$ cat src/rtl/dna_read_ctrl.sv
// dna_read_ctrl: reads the device DNA serially and serves 32-bit words to two requesters.
// Ports: clk/rst (async active-high); dna_read/dna_shift/dna_dout drive the DNA primitive;
// start requests a (re)read, busy marks LOAD/SHIFT, valid+dna_o hold the captured DNA;
// req/sel0/sel1 request words, gnt/rdata/rerr return one granted word per cycle.
// Optional macro DNA_AUTO_READ_EN: start a read automatically on the first edge after reset.
module dna_read_ctrl #(
    parameter int DNA_BITS = 96
) (
    input  logic                clk,
    input  logic                rst,
    output logic                dna_read,
    output logic                dna_shift,
    input  logic                dna_dout,
    input  logic                start,
    output logic                busy,
    output logic                valid,
    output logic [DNA_BITS-1:0] dna_o,
    input  logic [1:0]          req,
    input  logic [1:0]          sel0,
    input  logic [1:0]          sel1,
    output logic [1:0]          gnt,
    output logic [31:0]         rdata,
    output logic                rerr
);
    localparam int CW    = $clog2(DNA_BITS);
    localparam int WORDS = DNA_BITS / 32;
`ifdef DNA_AUTO_READ_EN
    localparam bit AUTO = 1'b1;
`else
    localparam bit AUTO = 1'b0;
`endif
    typedef enum logic [1:0] {IDLE, LOAD, SHIFT, DONE} state_t;
    state_t              state, state_n;
    logic [CW-1:0]       cnt;
    logic [DNA_BITS-1:0] sreg;
    logic [127:0]        pad;
    logic [31:0]         word;
    logic [1:0]          w;
    logic                go, fin, pick, grant, oob;
    // set when requester 1 received the most recent grant
    logic                last;

    always_ff @(posedge clk or posedge rst)
        if (rst) state <= IDLE;
        else     state <= state_n;

    always_comb begin
        go        = (state == IDLE && (AUTO || start)) || (state == DONE && start);
        fin       = state == SHIFT && cnt == CW'(DNA_BITS - 1);
        state_n   = go ? LOAD : state == LOAD ? SHIFT : fin ? DONE : state;
        dna_read  = state == LOAD;
        dna_shift = state == SHIFT;
        busy      = dna_read | dna_shift;
    end

    // a grant is suppressed on the edge that starts a re-read, since valid drops there
    always_comb begin
        pick  = req[1] && (!req[0] || !last);
        grant = valid && !go && |req;
        w     = pick ? sel1 : sel0;
        oob   = {1'b0, w} >= 3'(WORDS);
        pad   = {{(128 - DNA_BITS){1'b0}}, dna_o};
        word  = pad[{w, 5'd0} +: 32];
    end

    always_ff @(posedge clk or posedge rst)
        if (rst) begin
            cnt   <= '0;
            sreg  <= '0;
            dna_o <= '0;
            valid <= 1'b0;
            gnt   <= 2'b00;
            rdata <= '0;
            rerr  <= 1'b0;
            last  <= 1'b1;
        end else begin
            cnt <= state == SHIFT ? cnt + 1'b1 : '0;
            if (state == SHIFT) sreg <= {dna_dout, sreg[DNA_BITS-1:1]};
            // publish the full word on the final shift so dna_o never shows a partial capture
            if (fin) dna_o <= {dna_dout, sreg[DNA_BITS-1:1]};
            valid <= go ? 1'b0 : fin ? 1'b1 : valid;
            gnt   <= grant ? (pick ? 2'b10 : 2'b01) : 2'b00;
            rdata <= grant && !oob ? word : '0;
            rerr  <= grant && oob;
            if (grant) last <= pick;
        end
endmodule
$ cat config.mk
export PLATFORM = sky130hd
export DESIGN_NAME = dna_read_ctrl
export DESIGN_NICKNAME = d
export VERILOG_FILES = /design/src/rtl/dna_read_ctrl.sv
export SDC_FILE = /design/constraint.sdc
export NUM_CORES = 1
export LEC_CHECK = 0
export ABC_AREA = 1
export CORE_ASPECT_RATIO = 1.2
export CORE_MARGIN = 1
export CORE_UTILIZATION = 35
export CTS_BUF_LIST = sky130_fd_sc_hd__clkbuf_4
export DETAILED_ROUTE_END_ITERATION = 16
export GPL_TIMING_DRIVEN = 0
export SYNTH_ARGS = -nofsm -noshare
export SYNTH_HDL_FRONTEND = slang
export SYNTH_SLANG_ARGS = --single-unit
$ cat constraint.sdc
create_clock -name clk -period 18.5 [get_ports clk]
set_input_delay 1.85 -clock clk [delete_from_list [all_inputs] [get_ports clk]]
set_output_delay 1.85 -clock clk [all_outputs]
set_load 0.005 [all_outputs]
==> results.json, run 1 <==
{
  "setup_tns_ns": 0,
  "reg2reg_to": "sreg[53]",
  "cts.sinks": 237,
  "combPwrFrac": 0.064,
  "r2r-start": "state[0]",
  "postCtsHoldBufs": 0,
  "via_per_inst": 4.70,
  "numCtsBuffers": 58,
  "ios": 145,
  "crit_arrival_ns": 2.21,
  "swShare": 0.247,
  "yosysTopAreaCellShare": 0.599,
  "final_area_mm2": 0.0126,
  "routabilityCongestion": 0.946,
  "crit_type": "flop to output pin",
  "die-width_um": 155,
  "htreeDepth": 2,
  "hold_path_depth": 1,
  "rsz0062_at_grt": "false",
  "synth_cell_types": 25,
  "cp-end-kind": "output pin",
  "clkPwrFrac": 0.416,
  "yosysSeqAreaShare": 0.601,
  "clock_path_buffers": 3,
  "synthTopCellsByArea": "dfrtp_1 (60%), nand2_1 (7.8%), nand3_1 (6.7%), inv_1 (6.6%), o21ai_0 (5.3%)",
  "synthCells": 1076,
  "grt_pass1_wl_mm": 44.4,
  "rows": 66,
  "clk_pin_slew_ns": 0.07,
  "core_area_mm2": 0.0274,
  "wl_per_cell_um": 16.7,
  "fillers": 2755,
  "start_util": 0.360,
  "slew_headroom": 0.588,
  "place_area_mm2": 0.0118,
  "reg2reg_depth": 7,
  "num_vias": 8004,
  "cts_setup_buffers": 0,
  "fin_worst_skew_ns": 0.0308,
  "dieHeight_um": 186,
  "critPathLaunchType": "flop",
  "drt-initial-drc-count": 408,
  "fin_total_pwr_uw": 1020,
  "crit_slowest_cell": "clkdlybuf4s50_1",
  "r2r_slack_ns": 16.27,
  "cp.required_ns": 16.65,
  "hold_class": "flop to flop",
  "grt_usage": 0.204,
  "routed_wirelength_mm": 28.4,
  "critPathMaxFanout": 7,
  "grt_pass1_vias": 8043,
  "area_growth_pct": 27.4,
  "portBuffers": 144,
  "drc": 0,
  "setup_viol": 0,
  "nNetsFinal": 1298,
  "fin_crit_ns": 4.06,
  "synth_top_area_cell": "dfrtp_1",
  "drv_cap": 0,
  "status": "finished clean",
  "clockRootBuffer": "clkbuf_4",
  "grt_max_degree": 118,
  "dpl.hpwl_mm": 21.1,
  "syn_area_mm2": 0.00987,
  "first_pass_iters": 4,
  "ant_nets": 0,
  "cts_tree": "done",
  "antenna_found_initial": 1,
  "drive_above_1_share": 0.125,
  "gr-total-overflow": 0,
  "powerDensity_mw_per_mm2": 81.3,
  "syn-num-nets": 1092,
  "ir_worst_vdd_v": 0.0000326,
  "hold_violations": 0,
  "worstPathCellList": "inv_1 -> ha_1 -> clkdlybuf4s50_1",
  "final_util": 0.459,
  "power_leakage_uw": 0.00576,
  "power.switching_uw": 252,
  "dieArea_mm2": 0.0289,
  "final_max_slew_viol_count": 0,
  "fin_hold_ws_ns": 0.464,
  "cts_resized": 0,
  "max_stage_delay_ns": 0.59,
  "worst_pin_slew_ns": 0.618,
  "synth_seq_cells": 237,
  "fmax_mhz": 246,
  "hold_start": "cnt[0]",
  "power.internal_uw": 770,
  "clkLatencyLatePin_ns": 0.67,
  "hold_end": "cnt[0]",
  "period_share": 0.219,
  "ys_warn_count": 0,
  "p_seq_frac": 0.520,
  "synth.avg_cell_area_um2": 9.17
}
[cells by family (layout without fill, tap and decap cells)]
family          after synthesis  after routing  share of synthesized area
compound gates              234            234                      0.125
xor+xnor                      2              2                    0.00178
fa+ha+maj                     6              6                    0.00761
buf+inv                     242            493                      0.109
flops                       237            237                      0.601
other cells                   0              1                          0
simple gates                355            355                      0.155
[final cells by class]
cell class,count,area (um2),share of cell area
flip-flops and latches,237,5930,0.472
multi-input cells,597,2850,0.227
repair buffers,146,1500,0.119
clock buffers,90,676,0.0537
inverters,176,668,0.0531
well taps,374,468,0.0372
plain buffers,66,419,0.0333
clock inverters,15,57.6,0.00458
diodes,1,2.50,0.000199
[sequential cells by signal, summed over array words and instances, names as in the netlist]
register	flops
dna_o	96
gnt	2
state	2
last	1
sreg	95
rdata	32
valid	1
rerr	1
cnt	7
[worst max-delay path by stage]
| stage | depth (start not counted) | slack [ns] | from | end |
|---|---|---|---|---|
| final | 3 | 14.44 | state[0] | dna_shift |
| after global routing | 3 | 14.32 | state[0] | dna_shift |
| after CTS | 3 | 14.39 | state[0] | dna_shift |
| after detailed placement | 8 | 14.74 | req[1] | rdata[17] |
| after global placement | 2 | 7.16 | rst | sreg[37] |
| after floorplan | 1 | 10.15 | rst | cnt[0] |
[through the flow]
step                setup slack [ns]  std cells
finish                         14.44       1702
global route                   14.32       1702
CTS                            14.39       1701
detailed placement             14.74       1596
global placement                7.16       1594
floorplan                      10.15       1076
[power by group through the flow]
stage               Clock [uW]  Sequential, uW  Combinational (uW)
global route               465             532                73.3
floorplan                    0             541                39.8
CTS                        436             532                66.5
finish                     425             532                65.5
global placement             0             542                63.4
detailed placement           0             542                66.4
[placed cells by master, fill, tap and decap left out, types with 10 or more instances in the layout]
cell type        instances
a21oi_1                 25
a21oi_2                 10
buf_2                   23
buf_6                   17
clkbuf_1                21
clkbuf_4                90
clkdlybuf4s50_1        144
clkinv_1                13
dfrtp_1                236
inv_1                  172
nand2_1                205
nand3_1                133
nor2_1                  10
o21ai_0                105
o21ai_1                 87
[layer usage]
layer | vias up | track usage | part of all wire
met2 | 222 | 0.348 | 0.49
met3 | 53 | 0.0347 | 0.047
met1 | 3864 | 0.252 | 0.42
met5 | - | 0 | 0
met4 | 0 | 0.0941 | 0.038
li1 | 3865 | - | -
[critical path: cells and delay by family (launching register included)]
| kind | cells | cell delay, ns |
|---|---|---|
| buffers and inverters | 2 | 0.71 |
| flip-flops | 1 | 0.42 |
| adder cells (fa/ha/maj) | 1 | 0.42 |
[Yosys cell counts]
cell type and instances:
a21oi_1 25, clkbuf_1 21, nand3_2 1, a21oi_2 10
dfrtp_1 236, nor2_1 10, nand2_1 205, buf_1 1
buf_6 17, a31oi_1 1, ha_1 6, xor2_1 1
buf_4 4, nand2_4 1, inv_1 173, o21ai_2 6
inv_2 3, nand2_2 4, o21ai_0 105, xnor2_1 1
buf_2 23, o21ai_1 87, dfstp_2 1, nand3_1 133
nor3_2 1
(Power assumes the default switching activity.)
==> run 2, diff against run 1 <==
==> constraint.sdc (replaced) <==
create_clock -name clk -period 4.2 [get_ports clk]
set_input_delay 0.42 -clock clk [delete_from_list [all_inputs] [get_ports clk]]
set_output_delay 0.42 -clock clk [all_outputs]
set_load 0.005 [all_outputs]
==> results.json, run 2 (same netlist as run 1, synthesis figures left out) <==
{
  "grt_max_degree": 44,
  "cp.required_ns": 3.78,
  "status": "finished clean",
  "routabilityCongestion": 0.933,
  "rows": 66,
  "fmax_mhz": 375,
  "critPathLaunchType": "flop",
  "clockRootBuffer": "clkbuf_4",
  "cts_tree": "done",
  "start_util": 0.360,
  "setup_viol": 0,
  "cts.sinks": 237,
  "period_share": 0.634,
  "largest_reg_flops": 96,
  "cts_resized": 0,
  "clk_pin_slew_ns": 0.07,
  "first_pass_iters": 5,
  "nNetsFinal": 1306,
  "r2r-start": "state[0]",
  "fin_crit_ns": 2.66,
  "critPathMaxFanout": 7,
  "cts_setup_buffers": 0,
  "hold_violations": 0,
  "routed_wirelength_mm": 28.7,
  "numCtsBuffers": 60,
  "hold_end": "dna_o[95]",
  "htreeDepth": 2,
  "reg_top3": "dna_o (96), sreg (95), rdata (32)",
  "rsz0062_at_grt": "false",
  "wl_per_cell_um": 16.8,
  "dieHeight_um": 186,
  "grt_usage": 0.207,
  "final_area_mm2": 0.0126,
  "clock_path_buffers": 3,
  "dpl.hpwl_mm": 21.6,
  "critPathLaunch": "state[0]",
  "fin_worst_skew_ns": 0.0528,
  "drv_cap": 0,
  "fin_cells": 1708,
  "worst_pin_slew_ns": 0.600,
  "fin_hold_ws_ns": 0.382,
  "powerDensity_mw_per_mm2": 353,
  "dieArea_mm2": 0.0289,
  "crit_type": "flop to output pin",
  "fin_total_pwr_uw": 4470,
  "hold_class": "input port to flop",
  "drc": 0,
  "area_growth_pct": 28.1,
  "final_max_slew_viol_count": 0,
  "place_area_mm2": 0.0119,
  "core_area_mm2": 0.0274,
  "grt_pass1_wl_mm": 44.8,
  "cp-end-kind": "output pin",
  "r2r_slack_ns": 1.92,
  "hold_path_depth": 3,
  "antenna_found_initial": 1,
  "num_vias": 8029,
  "setup_tns_ns": 0,
  "hold_start": "dna_dout",
  "crit_arrival_ns": 2.24,
  "final_cell_mix": "dfrtp_1 (236), nand2_1 (205), inv_1 (172)",
  "ant_nets": 0,
  "reg2reg_to": "sreg[8]",
  "grt_pass1_vias": 8129,
  "ir_worst_vdd_v": 0.000163,
  "postCtsHoldBufs": 1,
  "gr-total-overflow": 0,
  "die-width_um": 155,
  "reg2reg_depth": 7,
  "drive_above_1_share": 0.125,
  "portBuffers": 144,
  "power_leakage_uw": 0.00578,
  "layout_commonest_cell": "dfrtp_1",
  "regMostFlops": "dna_o",
  "ios": 145,
  "via_per_inst": 4.70,
  "slew_headroom": 0.600,
  "drt-initial-drc-count": 467,
  "clkLatencyLatePin_ns": 0.71,
  "dp_cells": 1601
}
==> run 2: worst max path at each step <==
stage | endpoint | slack [ns] | depth (start not counted)
finish | dna_shift | 1.54 | 3
global route | dna_shift | 1.41 | 3
CTS | dna_shift | 1.49 | 3
detailed placement | rdata[17] | 1.96 | 8
global placement | sreg[37] | -1.10 | 2
floorplan | cnt[0] | 0.67 | 1
==> run 2: report_power, final <==
part,internal (uW),switching (uW),total [uW]
registers,2320,19.9,2340
logic,107,193,299
clock network,909,917,1830
==> run 2: area by class of cell <==
cell class,count,area [um2]
Fill cell,2723,14800
Clock inverter,22,86.3
Multi-Input combinational cell,597,2850
Antenna cell,1,2.50
Sequential cell,237,5930
Clock buffer,83,623
Tap cell,374,468
Inverter,176,664
Timing Repair Buffer,152,1590
Buffer,66,419
==> run 2: metrics by stage <==
step,utilization,setup slack [ns]
2_1_floorplan,-,0.675
3_3_place_gp,0.430,-1.10
3_5_place_dp,0.435,1.96
4_1_cts,0.461,1.49
5_1_grt,0.461,1.41
6_report,0.461,1.54
==> run 2: critical path, stage by stage, from the launching register on <==
cell and delay [ns]:
dfrtp_1 0.42, inv_1 0.12, ha_1 0.41, clkdlybuf4s50_1 0.58
==> run 2: routing by layer <==
metal,up-vias,GRT usage,routed length (um)
li1,3891,-,-
met1,3860,0.257,11800
met2,226,0.354,14200
met3,52,0.0368,1640
met4,0,0.0914,1020
met5,-,0,0
